`config.mk`:
```
export PLATFORM = sky130hd
export DESIGN_NAME = mux_scan_sequencer_flat
export DESIGN_NICKNAME = d
export VERILOG_FILES = /design/src/rtl/mux_scan_pkg.sv /design/src/rtl/mux_scan_sequencer_if.sv /design/src/rtl/mux_scan_sequencer.sv /design/src/flat_wrapper.sv
export SDC_FILE = /design/constraint.sdc
export NUM_CORES = 1
export LEC_CHECK = 0
export BUFFER_PORTS_ARGS = -buffer_cell sky130_fd_sc_hd__buf_2
export CAP_MARGIN = 15
export CORE_MARGIN = 4
export CORE_UTILIZATION = 53
export DETAILED_ROUTE_END_ITERATION = 12
export PLACE_DENSITY = 0.77
export REMOVE_ABC_BUFFERS = 1
export SETUP_SLACK_MARGIN = 0.05
export SKIP_CTS_REPAIR_TIMING = 1
export SYNTH_ARGS = -nofsm -noshare
export SYNTH_HDL_FRONTEND = slang
export SYNTH_SLANG_ARGS = --single-unit
```
`constraint.sdc`:
```
create_clock -name clk -period 2.8 [get_ports clk]
set_clock_uncertainty 0.15 [all_clocks]
set_input_delay 0 -clock clk [delete_from_list [all_inputs] [get_ports clk]]
set_output_delay 0 -clock clk [all_outputs]
set_load 0.02 [all_outputs]
```
`src/rtl/mux_scan_pkg.sv`:
```
// Shared types and constants for the mux scan sequencer.
// FSM state encoding and default widths.
package mux_scan_pkg;

  typedef enum logic [1:0] {
    IDLE,
    SETTLE,
    CAPTURE,
    DONE
  } state_t;

  localparam int SEL_W_DEF = 3;
  localparam int HOLD_W    = 4;

endpackage

```
`src/rtl/mux_scan_sequencer_if.sv`:
```
// Scan sequencer bus: select/sample path to the mux,
// start request and valid/ready result handshake.
interface mux_scan_sequencer_if #(
  parameter int SEL_W = 3
);
  localparam int N_CH = 2 ** SEL_W;

  logic             start;
  logic [SEL_W-1:0] sel;
  logic             mux_out;
  logic             busy;
  logic [N_CH-1:0]  data;
  logic             data_valid;
  logic             data_ready;

  modport master (
    input  start,
    input  mux_out,
    input  data_ready,
    output sel,
    output busy,
    output data,
    output data_valid
  );

  modport slave (
    output start,
    output mux_out,
    output data_ready,
    input  sel,
    input  busy,
    input  data,
    input  data_valid
  );

endinterface

```
`src/rtl/mux_scan_sequencer.sv`:
```
// Walks the mux select over every channel, settles,
// samples each bit and hands the word downstream.
module mux_scan_sequencer
  import mux_scan_pkg::*;
#(
  parameter int SEL_W       = SEL_W_DEF,
  parameter int HOLD_CYCLES = 1
) (
  input  logic                 clk,
  input  logic                 rst_n,
  mux_scan_sequencer_if.master bus
);

  localparam int N_CH = 2 ** SEL_W;

  localparam logic [HOLD_W-1:0] RELOAD =
    HOLD_W'((HOLD_CYCLES > 0) ? HOLD_CYCLES - 1 : 0);

  localparam logic [SEL_W-1:0] LAST = SEL_W'(N_CH - 1);

  localparam bit ZERO_HOLD = (HOLD_CYCLES == 0);

  localparam state_t NEXT_CH =
    ZERO_HOLD ? CAPTURE : SETTLE;

  state_t            state_q, state_d;
  logic [HOLD_W-1:0] cnt_q, cnt_d;
  logic [SEL_W-1:0]  sel_q, sel_d;
  logic              busy_q, busy_d;
  logic              valid_q, valid_d;
  logic [N_CH-1:0]   data_q, data_d;

  // Next-state: scan FSM, settle counter, select and capture.
  always_comb begin
    state_d = state_q;
    cnt_d   = cnt_q;
    sel_d   = sel_q;
    busy_d  = busy_q;
    valid_d = valid_q;
    data_d  = data_q;
    unique case (state_q)
      IDLE: begin
        if (bus.start) begin
          sel_d   = '0;
          busy_d  = 1'b1;
          cnt_d   = RELOAD;
          state_d = NEXT_CH;
        end
      end
      SETTLE: begin
        if (cnt_q == '0) begin
          state_d = CAPTURE;
        end else begin
          cnt_d = cnt_q - HOLD_W'(1);
        end
      end
      CAPTURE: begin
        data_d[sel_q] = bus.mux_out;
        sel_d         = sel_q + SEL_W'(1);
        if (sel_q == LAST) begin
          busy_d  = 1'b0;
          valid_d = 1'b1;
          state_d = DONE;
        end else begin
          cnt_d   = RELOAD;
          state_d = NEXT_CH;
        end
      end
      DONE: begin
        if (bus.data_ready) begin
          valid_d = 1'b0;
          state_d = IDLE;
        end
      end
      default: begin
        state_d = IDLE;
      end
    endcase
  end

  // State and output registers, cleared asynchronously.
  always_ff @(posedge clk or negedge rst_n) begin
    if (!rst_n) begin
      state_q <= IDLE;
      cnt_q   <= '0;
      sel_q   <= '0;
      busy_q  <= 1'b0;
      valid_q <= 1'b0;
      data_q  <= '0;
    end else begin
      state_q <= state_d;
      cnt_q   <= cnt_d;
      sel_q   <= sel_d;
      busy_q  <= busy_d;
      valid_q <= valid_d;
      data_q  <= data_d;
    end
  end

  assign bus.sel        = sel_q;
  assign bus.busy       = busy_q;
  assign bus.data       = data_q;
  assign bus.data_valid = valid_q;

endmodule

```
`src/flat_wrapper.sv`:
```
// flat-port wrapper written by rule: the top's interface ports become plain ports
module mux_scan_sequencer_flat import mux_scan_pkg::*;
#(
  parameter int SEL_W       = SEL_W_DEF,
  parameter int HOLD_CYCLES = 1
)
  (clk, rst_n, bus_start, bus_mux_out, bus_data_ready, bus_sel, bus_busy, bus_data, bus_data_valid);
  mux_scan_sequencer_if #(.SEL_W(SEL_W)) bus_i ();
  input  logic clk;
  input  logic rst_n;
  input wire logic [$bits(bus_i.start)-1:0] bus_start;
  input wire logic [$bits(bus_i.mux_out)-1:0] bus_mux_out;
  input wire logic [$bits(bus_i.data_ready)-1:0] bus_data_ready;
  output wire logic [$bits(bus_i.sel)-1:0] bus_sel;
  output wire logic [$bits(bus_i.busy)-1:0] bus_busy;
  output wire logic [$bits(bus_i.data)-1:0] bus_data;
  output wire logic [$bits(bus_i.data_valid)-1:0] bus_data_valid;
  assign bus_i.start = bus_start;
  assign bus_i.mux_out = bus_mux_out;
  assign bus_i.data_ready = bus_data_ready;
  assign bus_sel = bus_i.sel;
  assign bus_busy = bus_i.busy;
  assign bus_data = bus_i.data;
  assign bus_data_valid = bus_i.data_valid;
  mux_scan_sequencer #(.SEL_W(SEL_W), .HOLD_CYCLES(HOLD_CYCLES)) u_core (.clk(clk), .rst_n(rst_n), .bus(bus_i));
endmodule
```
==> flow_metrics.py <==
metrics = {
    "status": {
        "status": "completed",
    },
    "placement": {
        "dp_worst_setup_slack_ps": 996,
        "io_buffer_count": 17,
        "gp_congestion": 0.792,
        "dp_hpwl_um": 1170,
        "placed_area_um2": 1050,
    },
    "critical_path": {
        "r2r_cells": 5,
        "critPathLaunchType": "flop",
        "cp.required_ps": 2870,
        "end_kind": "flop",
        "cp_data_arrival_time_ps": 1900,
        "cp_max_fo": 4,
        "timing_worst_setup_path_type": "reg2reg",
    },
    "synthesis": {
        "synth-edff-count": 0,
        "yosysTopAreaCell": "dfrtp_1",
        "syn_area_um2": 956,
        "synthDistinctLibCells": 27,
        "netlist_instances": 84,
        "muxShareOfSynthArea": 0.127,
        "synth-compound-area-share": 0.126,
        "syn_area_per_cell_um2": 11.4,
        "yosys.area_share.xor_xnor": 0,
        "ys_seq_area_frac": 0.497,
        "synthAdderAreaFrac": 0.0393,
        "netlist.area_leader.share": 0.497,
        "ys.flop_type": "dfrtp_1",
        "synth_top_family_by_area": "simple AND/OR/NAND/NOR gates",
        "synth-warning-count": 0,
        "synth.ff_latch_count": 19,
        "synth.area.top_cells": "dfrtp_1 50%, mux2_2 7.1%, ha_1 3.9%",
        "async_reset_ff_frac": 1.00,
        "post_synth_and_or_nand_nor_area_fraction": 0.164,
    },
    "run": {
        "max_cap_violations": 0,
    },
    "final_layout": {
        "syn2layout_area_growth_pct": 16.5,
        "final_util": 0.645,
        "layout_common_cells": "19 x dfrtp_1, 17 x buf_2, 6 x mux2_2",
        "nNetsFinal": 114,
        "nFillCells": 139,
        "antenna_cells": 0,
        "drive_gt1_frac": 0.286,
        "mostFrequentLayoutCell": "dfrtp_1",
        "seqCellArea_um2": 475,
        "fin_area_um2": 1110,
        "multiInputGateArea_um2": 435,
    },
    "floorplan": {
        "dieArea_um2": 2550,
        "io_pins": 18,
        "start_util": 0.554,
        "die_y_um": 50.5,
        "core_um2": 1730,
        "dieWidth_um": 50.5,
        "rows": 15,
    },
    "route": {
        "vias": 686,
        "vias_per_cell": 5.28,
        "wl_per_cell_um": 12.4,
        "drtIter0Drc": 3,
        "dr.pass1.iters": 2,
        "wl_um": 1610,
        "ant_nets": 0,
        "detail_route.drc_violations": 0,
    },
    "grt": {
        "met3_usage": 0.0178,
        "met2_usage": 0.217,
        "grt-ovfl-total": 0,
        "grt_util_met1": 0.198,
        "top_usage_layer": "met2",
        "grt.total_usage": 0.145,
        "grt_max_degree": 20,
        "grt_pass1_vias": 636,
        "grt_pass1_wl_um": 2790,
        "antenna_found_initial": 0,
    },
    "power": {
        "power_density_nw_per_um2": 881,
        "leakage_nw": 0.519,
        "max-vdd-ir-drop_mv": 0.486,
    },
    "timing": {
        "hold_viol_final": 0,
        "setup_viol": 0,
        "slew_headroom": 0.655,
        "min_period_ps": 1830,
        "fin_tns_setup_ps": 0,
        "drv_slew": 0,
        "tightest_slew_ps": 511,
        "max_freq_mhz": 547,
        "period_share": 0.652,
        "fin_ws_ps": 973,
        "rsz0062_at_grt": "no",
    },
    "clock_tree": {
        "ctsHtreeMaxLevel": 1,
        "cts_buffers": 3,
        "clk_path_buf_depth": 2,
        "path_clk_slew_ps": 100,
        "cts_tree": "done",
        "clock_latency_ps": 290,
        "clock_sinks": 19,
        "cts_root_buffer": "clkbuf_4",
    },
    "hold_path": {
        "hp-class": "in2async",
    },
}
## cell type report
class                           instances  area share
Timing Repair Buffer                   21       0.112
Sequential cell                        19       0.427
Multi-Input combinational cell         56       0.391
Tap cell                               25      0.0281
Clock inverter                          1     0.00449
Inverter                                5      0.0169
Clock buffer                            3      0.0202
## logic make-up (layout without fill, tap and decap cells)
logic type	count (synthesis)	count (layout)
flops	19	19
buf+inv	9	30
compound gates	18	18
simple gates	24	24
mux	11	11
fa+ha+maj	3	3
## layer usage
| metal | part of all wire | vias up |
|---|---|---|
| met5 | 0 | - |
| met4 | 0.011 | 0 |
| met3 | 0.028 | 2 |
| met2 | 0.48 | 9 |
| met1 | 0.49 | 328 |
| li1 | - | 347 |
## power breakdown
group          switching (mW)  total, mW  internal [mW]
Clock                  0.0801      0.133         0.0531
Sequential              0.101      0.457          0.356
Combinational           0.217      0.390          0.173
Total                   0.398      0.981          0.583
## worst paths after layout
kind,start,slack [ps],endpoint
setup reg to reg,u_core.cnt_q[0],970,u_core.cnt_q[1]
setup / recovery,u_core.cnt_q[0],970,u_core.cnt_q[1]
min in group clk,u_core.bus.data[4],350,u_core.bus.data[4]
hold reg to reg,u_core.bus.data[4],350,u_core.bus.data[4]
hold / removal,rst_n,5,u_core.bus.data[2]
max in group asynchronous,rst_n,2210,u_core.bus.sel[0]
## Yosys cell counts, drive strengths merged, types with 3 or more instances
library cell and n:
dfrtp 19, mux2 9, a21oi 5, inv 5
o21ai 5, buf 4, nand2 4, nor3b 4
ha 3, nand3b 3, nor2 3, nor3 3
o2bb2ai 3
## sequential cells by signal (all words and copies together), names as in the netlist
signal                 cells
u_core.bus.data            8
u_core.cnt_q               4
u_core.bus.sel             3
u_core.state_q             2
u_core.bus.busy            1
u_core.bus.data_valid      1
## through the flow
step                      hold WS [ps]  cells  power, mW
after floorplan                   -446     80      0.722
after global placement            -200    122      0.840
after detailed placement          -197    122      0.852
after CTS                         -525    126      0.987
after global routing              20.8    130       1.06
final                             5.12    130      0.981
## critical path: stages, from the launching register on
cell	delay (ps)
dfrtp_1	420
inv_1	90
ha_1	220
nor3b_1	360
mux2_2	380
o2bb2ai_1	130
Note: power is estimated with default switching activity, not from simulation.
